### src/rtl/apb_protocol_monitor.sv
// rtl/apb_protocol_monitor.sv - passive APB4/APB5 protocol monitor (optional per-PSEL counters: APB_MON_SEL_CNT_EN)
module apb_protocol_monitor #(
    parameter int ADDR_WIDTH     = 32,
    parameter int DATA_WIDTH     = 32,
    parameter int NUM_SEL        = 4,
    parameter int TIMEOUT_CYCLES = 16,
    parameter int CNT_WIDTH      = 16
) (
    input  logic                         PCLK,
    input  logic                         PRESETn,
    input  logic [ADDR_WIDTH-1:0]        PADDR,
    input  logic [2:0]                   PPROT,
    input  logic [NUM_SEL-1:0]           PSEL,
    input  logic                         PENABLE,
    input  logic                         PWRITE,
    input  logic [DATA_WIDTH-1:0]        PWDATA,
    input  logic [DATA_WIDTH/8-1:0]      PSTRB,
    input  logic                         PREADY,
    input  logic [DATA_WIDTH-1:0]        PRDATA,
    input  logic                         PSLVERR,
    input  logic                         clr_i,
    output logic [7:0]                   err_flags_o,
    output logic                         err_pulse_o,
    output logic [CNT_WIDTH-1:0]         err_count_o,
    output logic [CNT_WIDTH-1:0]         xfer_count_o,
    output logic                         timeout_o,
    output logic [NUM_SEL*CNT_WIDTH-1:0] sel_xfer_cnt_o
);

    localparam int STRB_WIDTH = DATA_WIDTH / 8;

    // Violation flag positions
    localparam int F_MULTI_SEL = 0;
    localparam int F_SEQ       = 1;
    localparam int F_STABLE    = 2;
    localparam int F_WDATA     = 3;
    localparam int F_READ_STRB = 4;
    localparam int F_TIMEOUT   = 5;
    localparam int F_DROP      = 6;
    localparam int F_SLVERR    = 7;

    typedef enum logic [1:0] {
        ST_IDLE  = 2'd0,
        ST_SETUP = 2'd1,
        ST_WAIT  = 2'd2
    } state_t;

    state_t                  state;
    state_t                  state_nxt;

    logic [NUM_SEL-1:0]      cap_sel;
    logic [ADDR_WIDTH-1:0]   cap_addr;
    logic [2:0]              cap_prot;
    logic                    cap_write;
    logic [STRB_WIDTH-1:0]   cap_strb;
    logic [DATA_WIDTH-1:0]   cap_wdata;

    logic [CNT_WIDTH-1:0]    wait_cnt;
    logic [CNT_WIDTH-1:0]    wait_nxt;
    logic                    timeout_seen;

    logic                    smp_idle;
    logic                    smp_setup;
    logic                    smp_access;
    logic                    capture;
    logic                    complete;
    logic                    wd_fire;
    logic [7:0]              viol;

    // PRDATA is carried on the port for future parity checking only
    logic                    unused_prdata;
    assign unused_prdata = ^PRDATA;

    // Sample classification from the current bus values
    always_comb begin
        smp_idle   = (PSEL == '0);
        smp_setup  = !smp_idle && !PENABLE;
        smp_access = !smp_idle && PENABLE;
    end

    // Decode the next phase and every violation implied by this sample
    always_comb begin
        state_nxt = state;
        capture   = 1'b0;
        complete  = 1'b0;
        wait_nxt  = '0;
        viol      = '0;
        wd_fire   = 1'b0;

        viol[F_MULTI_SEL] = ($countones(PSEL) > 1);
        viol[F_READ_STRB] = !PWRITE && (PSTRB != '0) && !smp_idle;

        case (state)
            ST_IDLE: begin
                if (smp_setup) begin
                    state_nxt = ST_SETUP;
                    capture   = 1'b1;
                end else if (PENABLE) begin
                    // access without setup, or PENABLE with nothing selected
                    viol[F_SEQ] = 1'b1;
                end
            end
            ST_SETUP: begin
                if (smp_access) begin
                    if (PREADY) begin
                        complete  = 1'b1;
                        state_nxt = ST_IDLE;
                    end else begin
                        state_nxt = ST_WAIT;
                        wait_nxt  = CNT_WIDTH'(1);
                    end
                end else if (smp_idle) begin
                    viol[F_SEQ] = 1'b1;
                    state_nxt   = ST_IDLE;
                end else begin
                    viol[F_SEQ] = 1'b1;
                    capture     = 1'b1;
                end
            end
            ST_WAIT: begin
                if (smp_access) begin
                    if (PREADY) begin
                        complete  = 1'b1;
                        state_nxt = ST_IDLE;
                    end else begin
                        wait_nxt = (wait_cnt == '1) ? wait_cnt : wait_cnt + CNT_WIDTH'(1);
                    end
                end else if (smp_idle) begin
                    viol[F_DROP] = 1'b1;
                    state_nxt    = ST_IDLE;
                end else begin
                    viol[F_SEQ] = 1'b1;
                    capture     = 1'b1;
                    state_nxt   = ST_SETUP;
                end
            end
            default: begin
                state_nxt = ST_IDLE;
            end
        endcase

        // Control and write data must hold from setup through the end of the access phase
        if (smp_access && (state != ST_IDLE)) begin
            viol[F_STABLE] = (PSEL != cap_sel) || (PADDR != cap_addr) || (PPROT != cap_prot) ||
                             (PWRITE != cap_write) || (PSTRB != cap_strb);
            viol[F_WDATA]  = cap_write && (PWDATA != cap_wdata);
        end

        // Watchdog fires once per transfer, the first time the wait length reaches the limit
        wd_fire = (TIMEOUT_CYCLES != 0) && (state_nxt == ST_WAIT) && !timeout_seen &&
                  (32'(wait_nxt) >= 32'(TIMEOUT_CYCLES));
        viol[F_TIMEOUT] = wd_fire;
        viol[F_SLVERR]  = complete && PSLVERR;
    end

    // Phase tracker: previous phase, captured setup fields, wait length and watchdog one-shot
    always_ff @(posedge PCLK or negedge PRESETn) begin
        if (!PRESETn) begin
            state        <= ST_IDLE;
            cap_sel      <= '0;
            cap_addr     <= '0;
            cap_prot     <= '0;
            cap_write    <= 1'b0;
            cap_strb     <= '0;
            cap_wdata    <= '0;
            wait_cnt     <= '0;
            timeout_seen <= 1'b0;
        end else begin
            state <= state_nxt;
            if (capture) begin
                cap_sel   <= PSEL;
                cap_addr  <= PADDR;
                cap_prot  <= PPROT;
                cap_write <= PWRITE;
                cap_strb  <= PSTRB;
                cap_wdata <= PWDATA;
            end
            wait_cnt     <= wait_nxt;
            timeout_seen <= (state_nxt == ST_WAIT) && (timeout_seen || wd_fire);
        end
    end

    // Status outputs: sticky flags, pulse, saturating counters and timeout indication
    always_ff @(posedge PCLK or negedge PRESETn) begin
        if (!PRESETn) begin
            err_flags_o  <= '0;
            err_pulse_o  <= 1'b0;
            err_count_o  <= '0;
            xfer_count_o <= '0;
            timeout_o    <= 1'b0;
        end else if (clr_i) begin
            err_flags_o  <= '0;
            err_pulse_o  <= 1'b0;
            err_count_o  <= '0;
            xfer_count_o <= '0;
            timeout_o    <= 1'b0;
        end else begin
            err_flags_o <= err_flags_o | viol;
            err_pulse_o <= |viol;
            if ((|viol) && (err_count_o != '1)) begin
                err_count_o <= err_count_o + CNT_WIDTH'(1);
            end
            if (complete && (xfer_count_o != '1)) begin
                xfer_count_o <= xfer_count_o + CNT_WIDTH'(1);
            end
            timeout_o <= (state_nxt == ST_WAIT) && (timeout_o || wd_fire);
        end
    end

`ifdef APB_MON_SEL_CNT_EN
    localparam int IDX_W = (NUM_SEL > 1) ? $clog2(NUM_SEL) : 1;

    logic [NUM_SEL-1:0][CNT_WIDTH-1:0] sel_cnt;
    logic [IDX_W-1:0]                  sel_low;

    // Completer index of a transfer is the lowest set bit of its captured PSEL
    always_comb begin
        sel_low = '0;
        for (int i = NUM_SEL - 1; i >= 0; i--) begin
            if (cap_sel[i]) begin
                sel_low = IDX_W'(i);
            end
        end
    end

    // Per-completer saturating transfer counters
    always_ff @(posedge PCLK or negedge PRESETn) begin
        if (!PRESETn) begin
            sel_cnt <= '0;
        end else if (clr_i) begin
            sel_cnt <= '0;
        end else if (complete && (sel_cnt[sel_low] != '1)) begin
            sel_cnt[sel_low] <= sel_cnt[sel_low] + CNT_WIDTH'(1);
        end
    end

    assign sel_xfer_cnt_o = sel_cnt;
`else
    assign sel_xfer_cnt_o = '0;
`endif

endmodule

### config.mk
export PLATFORM = sky130hd
export DESIGN_NAME = apb_protocol_monitor
export DESIGN_NICKNAME = d
export VERILOG_FILES = /design/src/rtl/apb_protocol_monitor.sv
export SDC_FILE = /design/constraint.sdc
export NUM_CORES = 1
export LEC_CHECK = 0
export ABC_AREA = 1
export BUFFER_PORTS_ARGS = -buffer_cell sky130_fd_sc_hd__buf_2
export CAP_MARGIN = 20
export CORE_ASPECT_RATIO = 0.5
export CORE_MARGIN = 3
export CORE_UTILIZATION = 58
export CTS_CLUSTER_DIAMETER = 150
export DETAILED_ROUTE_END_ITERATION = 10
export PLACE_DENSITY = 0.87
export RECOVER_POWER = 100
export SLEW_MARGIN = 5
export SYNTH_ARGS = -nofsm -noshare
export SYNTH_HDL_FRONTEND = slang
export SYNTH_SLANG_ARGS = --single-unit
export TNS_END_PERCENT = 10
### constraint.sdc
create_clock -name PCLK -period 4.47 [get_ports PCLK]
set_input_delay 0.447 -clock PCLK [delete_from_list [all_inputs] [get_ports PCLK]]
set_output_delay 0.447 -clock PCLK [all_outputs]
set_load 0.02 [all_outputs]
==> Word level (Yosys, flattened, before mapping) <==
Index checks and enable logic that the tools add are counted.
{ "totals": {"regBits": 137, "inputBits": 114, "out_inout_bits": 106, "word_cells": 102} }
{ "classes": {"n_addsub": 6, "order_cmp": 2, "eq_ne": 12, "n_mux": 36, "n_bitwise": 1, "n_reduce_logical": 31} }
{ "ops": {"columns": ["cell", "count"], "rows": [
  ["two-way mux 16 bit", 7],
  ["!= test 32 bit", 2],
  ["adder 16 x 1 -> 16 bit (second input constant)", 3],
  ["!= test 16 bit (second input constant)", 2],
  ["one-hot mux 16 bit (2 select lines)", 1],
  ["two-way mux 1 bit", 17],
  ["== test 16 bit (second input constant)", 1],
  ["greater-or-equal comparator 16 x 5 -> 1 bit (second input constant)", 1],
  ["two-way mux 2 bit", 7],
  ["logical AND 1 bit", 13],
  ["two-way mux 8 bit", 1],
  ["!= test 4 bit", 2],
  ["OR 8 bit", 1],
  ["OR reduction 8 bit", 1],
  ["logical OR 1 bit", 6],
  ["one-hot mux 2 bit (3 select lines)", 1],
  ["nonzero test 2 bit", 3],
  ["adder 1 x 1 -> 2 bit", 2],
  ["== test 2 bit (second input constant)", 2],
  ["zero test 1 bit", 4],
  ["zero test 4 bit", 1],
  ["nonzero test 4 bit", 1],
  ["adder 2 x 2 -> 3 bit", 1],
  ["> comparator 3 x 1 -> 1 bit (second input constant)", 1],
  ["7 further kinds", 7]
]} }

==> Logic depth before layout (Yosys ltp) <==
{ "logic_depth": {"depth_word": 12, "depth_mapped": 18, "ltp_nobuf": 17} }

==> Worst setup path after synthesis <==
Ideal clock, no wire load.
{ "synth_path": {"path_kind": "in2reg", "start": "input port PSEL[1]", "end": "register err_count_o[12]", "setup_time_ps": 118, "arrival_time_ps": 2103, "required_ps": 4352, "slack_ps": 2249, "path_stages": 16, "path_buffers": 1, "cell_sequence": "inv_1 > ha_1 > nand3_2 > nand2_1 > inv_1 > nand2_1 > o31ai_1 > nor3_1 > nand2_1 > nor2_1 > nand2_4 > nand2_4 > nand2_4 > buf_12 > nand3_2 > nand2_1"} }
{ "synth_via": {"elab_chain_cells": 11, "word_cells_on_any_way": 42, "cone_classes": "add/sub (2); order compare (2); eq/ne (2); mux (20); reduce/logical (16)"} }
{ "synth_rtl": {"columns": ["element", "line", "text"], "rows": [
  ["start: declaration", "13", "input logic [NUM_SEL-1:0] PSEL,"],
  ["branches (longest 8 deep; another with greater-or-equal comparator 16 x 5 -> 1 bit)", null, null],
  ["OR reduction 8 bit *", "200", "if ((|viol) && (err_count_o != '1)) begin"],
  ["logical AND 1 bit *", "200", null],
  ["nonzero test 2 bit (no line) *", null, null],
  ["end signal: assignment", "201", "err_count_o <= err_count_o + CNT_WIDTH'(1);"],
  ["end: declaration", "24", "output logic [CNT_WIDTH-1:0] err_count_o,"]
]} }
Every way passes the cells marked *.
A chain may end at the register's enable or synchronous reset.

==> Final worst setup path <==
{ "layout_path": {"start": "register state[1]", "end": "register err_count_o[7]"} }
{ "layout_via": {"elab_chain_cells": 9, "word_cells_on_any_way": 25, "cone_classes": "order compare (1); eq/ne (3); mux (11); reduce/logical (10)"} }
{ "layout_rtl": {"columns": ["element", "line", "text"], "rows": [
  ["start: declaration", "48", "state_t state;"],
  ["start signal: assignment", "169", "state <= state_nxt;"],
  ["branches (longest 6 deep; another with greater-or-equal comparator 16 x 5 -> 1 bit)", null, null],
  ["OR reduction 8 bit *", "200", null],
  ["logical AND 1 bit *", "200", null],
  ["nonzero test 2 bit (no line) *", null, null]
]} }
Marks and branches as above.

==> reports/metrics.cfg <==
[pwr]
intPower_mw=3.32
power_density_mw_per_mm2=535
leakagePower_nw=4.44
power.switching_mw=1.54
peakVddDrop_mv=0.362
p_seq_share_pct=39.1
p_sw_share_pct=31.7
p_clk_share_pct=32.0
p_comb_share_pct=28.9

[die]
rows=29
die_y_um=89.4
start_util_pct=61.5
ios=220
core_area_mm2=0.0131
die_width_um=173
dieArea_mm2=0.0155

[clock_tree]
h-tree-depth=4
cts-resized-gates=0
clk_latency_ns=0.42
path_clk_slew_ns=0.06
hold_buffers=0
cts_made_buffers=17
post-cts-setup-buffers=0
cts_tree=done
cts.sinks=137
clockRootBuffer=clkbuf_16
cts.path.max_buffers=2

[setup_path]
end_kind=flop
arrival_ns=3.52
crit_type=flop to flop
crit_required_ns=4.77
cp-start-kind=flop
cp_max_fo=17

[timing]
finalCritPeriodShare_pct=72.0
rsz0062_at_grt=no
drv_slew=207
tns_ns=0
max_clock_freq_mhz=311
setup_viol_count_final=0
period_needed_ns=3.22
fin_worst_skew_ns=0.00674
finalHoldViolations=0
worst_slew_pin_slew_ns=2.67
max_slew_margin_pct=-78.0

[finish]
nets=1180
drive_gt1_share_pct=19.0
fin_area_mm2=0.00908
fill_cells=1043
multi_input_area_mm2=0.00377
seq_area_mm2=0.00343
syn2layout_area_growth_pct=12.5
diodes=0

[grt]
grt_pass1_vias=6285
antenna_found_initial=0
grt_pass1_wl_um=28500
grt-ovfl-total=0
grtUsageTotal_pct=22.6
grt_max_degree=108

[synthesis]
synthFlopType=dfrtp_1
synth-seq-area-share_pct=42.5
synthDistinctLibCells=40
avgSynthCellArea_um2=8.64
ys_ff_latch=137
netlist_instances=934
netlist_area_mm2=0.00807
synth-edff-count=0
yosysWarnings=0
synth-async-reset-ratio_pct=100

[route]
wl_met1_um=7230
final_antenna_net_count=0
drt_iter0_markers=398
maxUsedRoutingLayer=met4
route.met3.wl_um=831
drt_first_pass_iters=7
wl_per_cell_um=13.8
drc=0
avgViaCountPerCell=5.07
wl_met2_um=8940
drt-total-wl_um=17400
vias=6369

[run_status]
run_status=finished with violations
violations=max-capacitance violations, max-slew violations

[placement]
place_hpwl_um=12300
place.gp.congestion=0.879
placedInstanceArea_mm2=0.00859
numPortBuffers=123

[flow_run]
drv_cap=2

[worst_hold_path]
hp-class=input pin to flop

layer usage:
layer  up-vias  global-route usage [%]
met1      3034                    26.4
met2       194                    42.3
met3        34                    4.07
met4         0                    9.63
li1       3107                       -
met5         -                       0
worst max-delay path, stage by stage (launching register included):
cell and delay, ns:
dfrtp_1 0.43, inv_1 0.10, ha_1 0.34, nand3_1 0.14, nor2_1 0.79, nand3_1 0.20
nand2_1 0.16, nor2_2 0.05, nand3_1 0.12, nand2_1 0.17, nand2_4 0.23, nand2_4 0.17
nand3_1 0.12, nand2_1 0.06
final timing paths:
| kind | from | to | slack (ns) | cells past startpoint |
|---|---|---|---|---|
| max | state[1]$_DFF_PN0_ | err_count_o[7]$_DFFE_PN0P_ | 1.25 | 13 |
| min | PADDR[3] | cap_addr[3]$_DFFE_PN0P_ | 0.28 | 2 |
| max reg2reg | state[1]$_DFF_PN0_ | err_count_o[7]$_DFFE_PN0P_ | 1.25 | 13 |
| min reg2reg | cap_wdata[12]$_DFFE_PN0P_ | cap_wdata[12]$_DFFE_PN0P_ | 0.50 | 2 |
| max in group asynchronous | PRESETn | cap_addr[13]$_DFFE_PN0P_ | 2.04 | 2 |
| min in group asynchronous | PRESETn | cap_addr[19]$_DFFE_PN0P_ | 0.84 | 1 |
cell usage after synthesis (23+ instances only):
cell type	number	area [µm²]
buf_4	64	480
dfrtp_1	137	3430
inv_1	105	394
mux2_2	54	608
nand2_1	173	649
nand3_1	48	240
nand4_1	26	163
nor2_1	74	278
nor3_1	23	115
o21ai_0	35	175
xnor2_1	44	385
xor2_1	30	263
state kept, by name, summed over array words and instances (netlist names):
name / count
cap_addr: 32
cap_wdata: 32
err_count_o: 16
wait_cnt: 16
xfer_count_o: 16
err_flags_o: 8
cap_sel: 4
cap_strb: 4
cap_prot: 3
state: 2
cap_write: 1
err_pulse_o: 1
timeout_o: 1
timeout_seen: 1
per-stage QoR:
| stage | hold slack [ns] | setup slack, ns | utilization (%) | std cells | power, mW |
|---|---|---|---|---|---|
| 2_1_floorplan | 0.151 | 2.25 | - | 997 | 3.02 |
| 3_5_place_dp | 0.488 | 1.70 | 65.4 | 1224 | 3.30 |
| 3_3_place_gp | 0.481 | 1.78 | 65.4 | 1224 | 3.20 |
| 6_report | 0.283 | 1.25 | 69.1 | 1256 | 4.86 |
| 5_1_grt | 0.290 | 0.793 | 69.1 | 1256 | 5.14 |
| 4_1_cts | 0.209 | 1.83 | 70.3 | 1256 | 4.89 |
area by class of cell:
type,count,area share (%)
tap,186,2.56
sequential,137,37.8
clock buffer,18,4.73
clock inverter,14,2.43
inverter,110,4.55
multi-input combinational,665,41.6
timing repair buffer,126,6.41
logic make-up (layout without fill, tap and decap cells):
logic type / Yosys count / in the layout / share of synthesized area, %
compound gates: 62 / 62 / 4.05
other cells: 1 / 64 / 0.0465
xor+xnor: 74 / 74 / 8.03
buf+inv: 195 / 268 / 12.5
mux: 54 / 54 / 7.53
simple gates: 402 / 402 / 23.9
fa+ha+maj: 9 / 9 / 1.49
flops: 137 / 137 / 42.5
cells in the final DEF, fill, tap and decap left out, types with 14 or more instances in the layout:
cell type    n
buf_2       79
clkbuf_16   17
mux2_2      53
conb_1      64
nand4_1     27
nand3_1     60
a21oi_1     18
nor2_1      76
clkbuf_1    44
xor2_1      30
nor3_1      23
xnor2_1     44
nand2_1    174
dfrtp_1    137
o21ai_0     35
inv_1      105
or2_2       14
power by group through the flow:
stage | clock, mW | sequential [mW] | combinational, mW
after global routing | 1.63 | 1.94 | 1.58
after CTS | 1.57 | 1.90 | 1.42
final | 1.55 | 1.90 | 1.40
after global placement | 0 | 1.87 | 1.33
after floorplan | 0 | 1.88 | 1.14
after detailed placement | 0 | 1.91 | 1.39
Note: power is estimated with default switching activity, not from simulation.
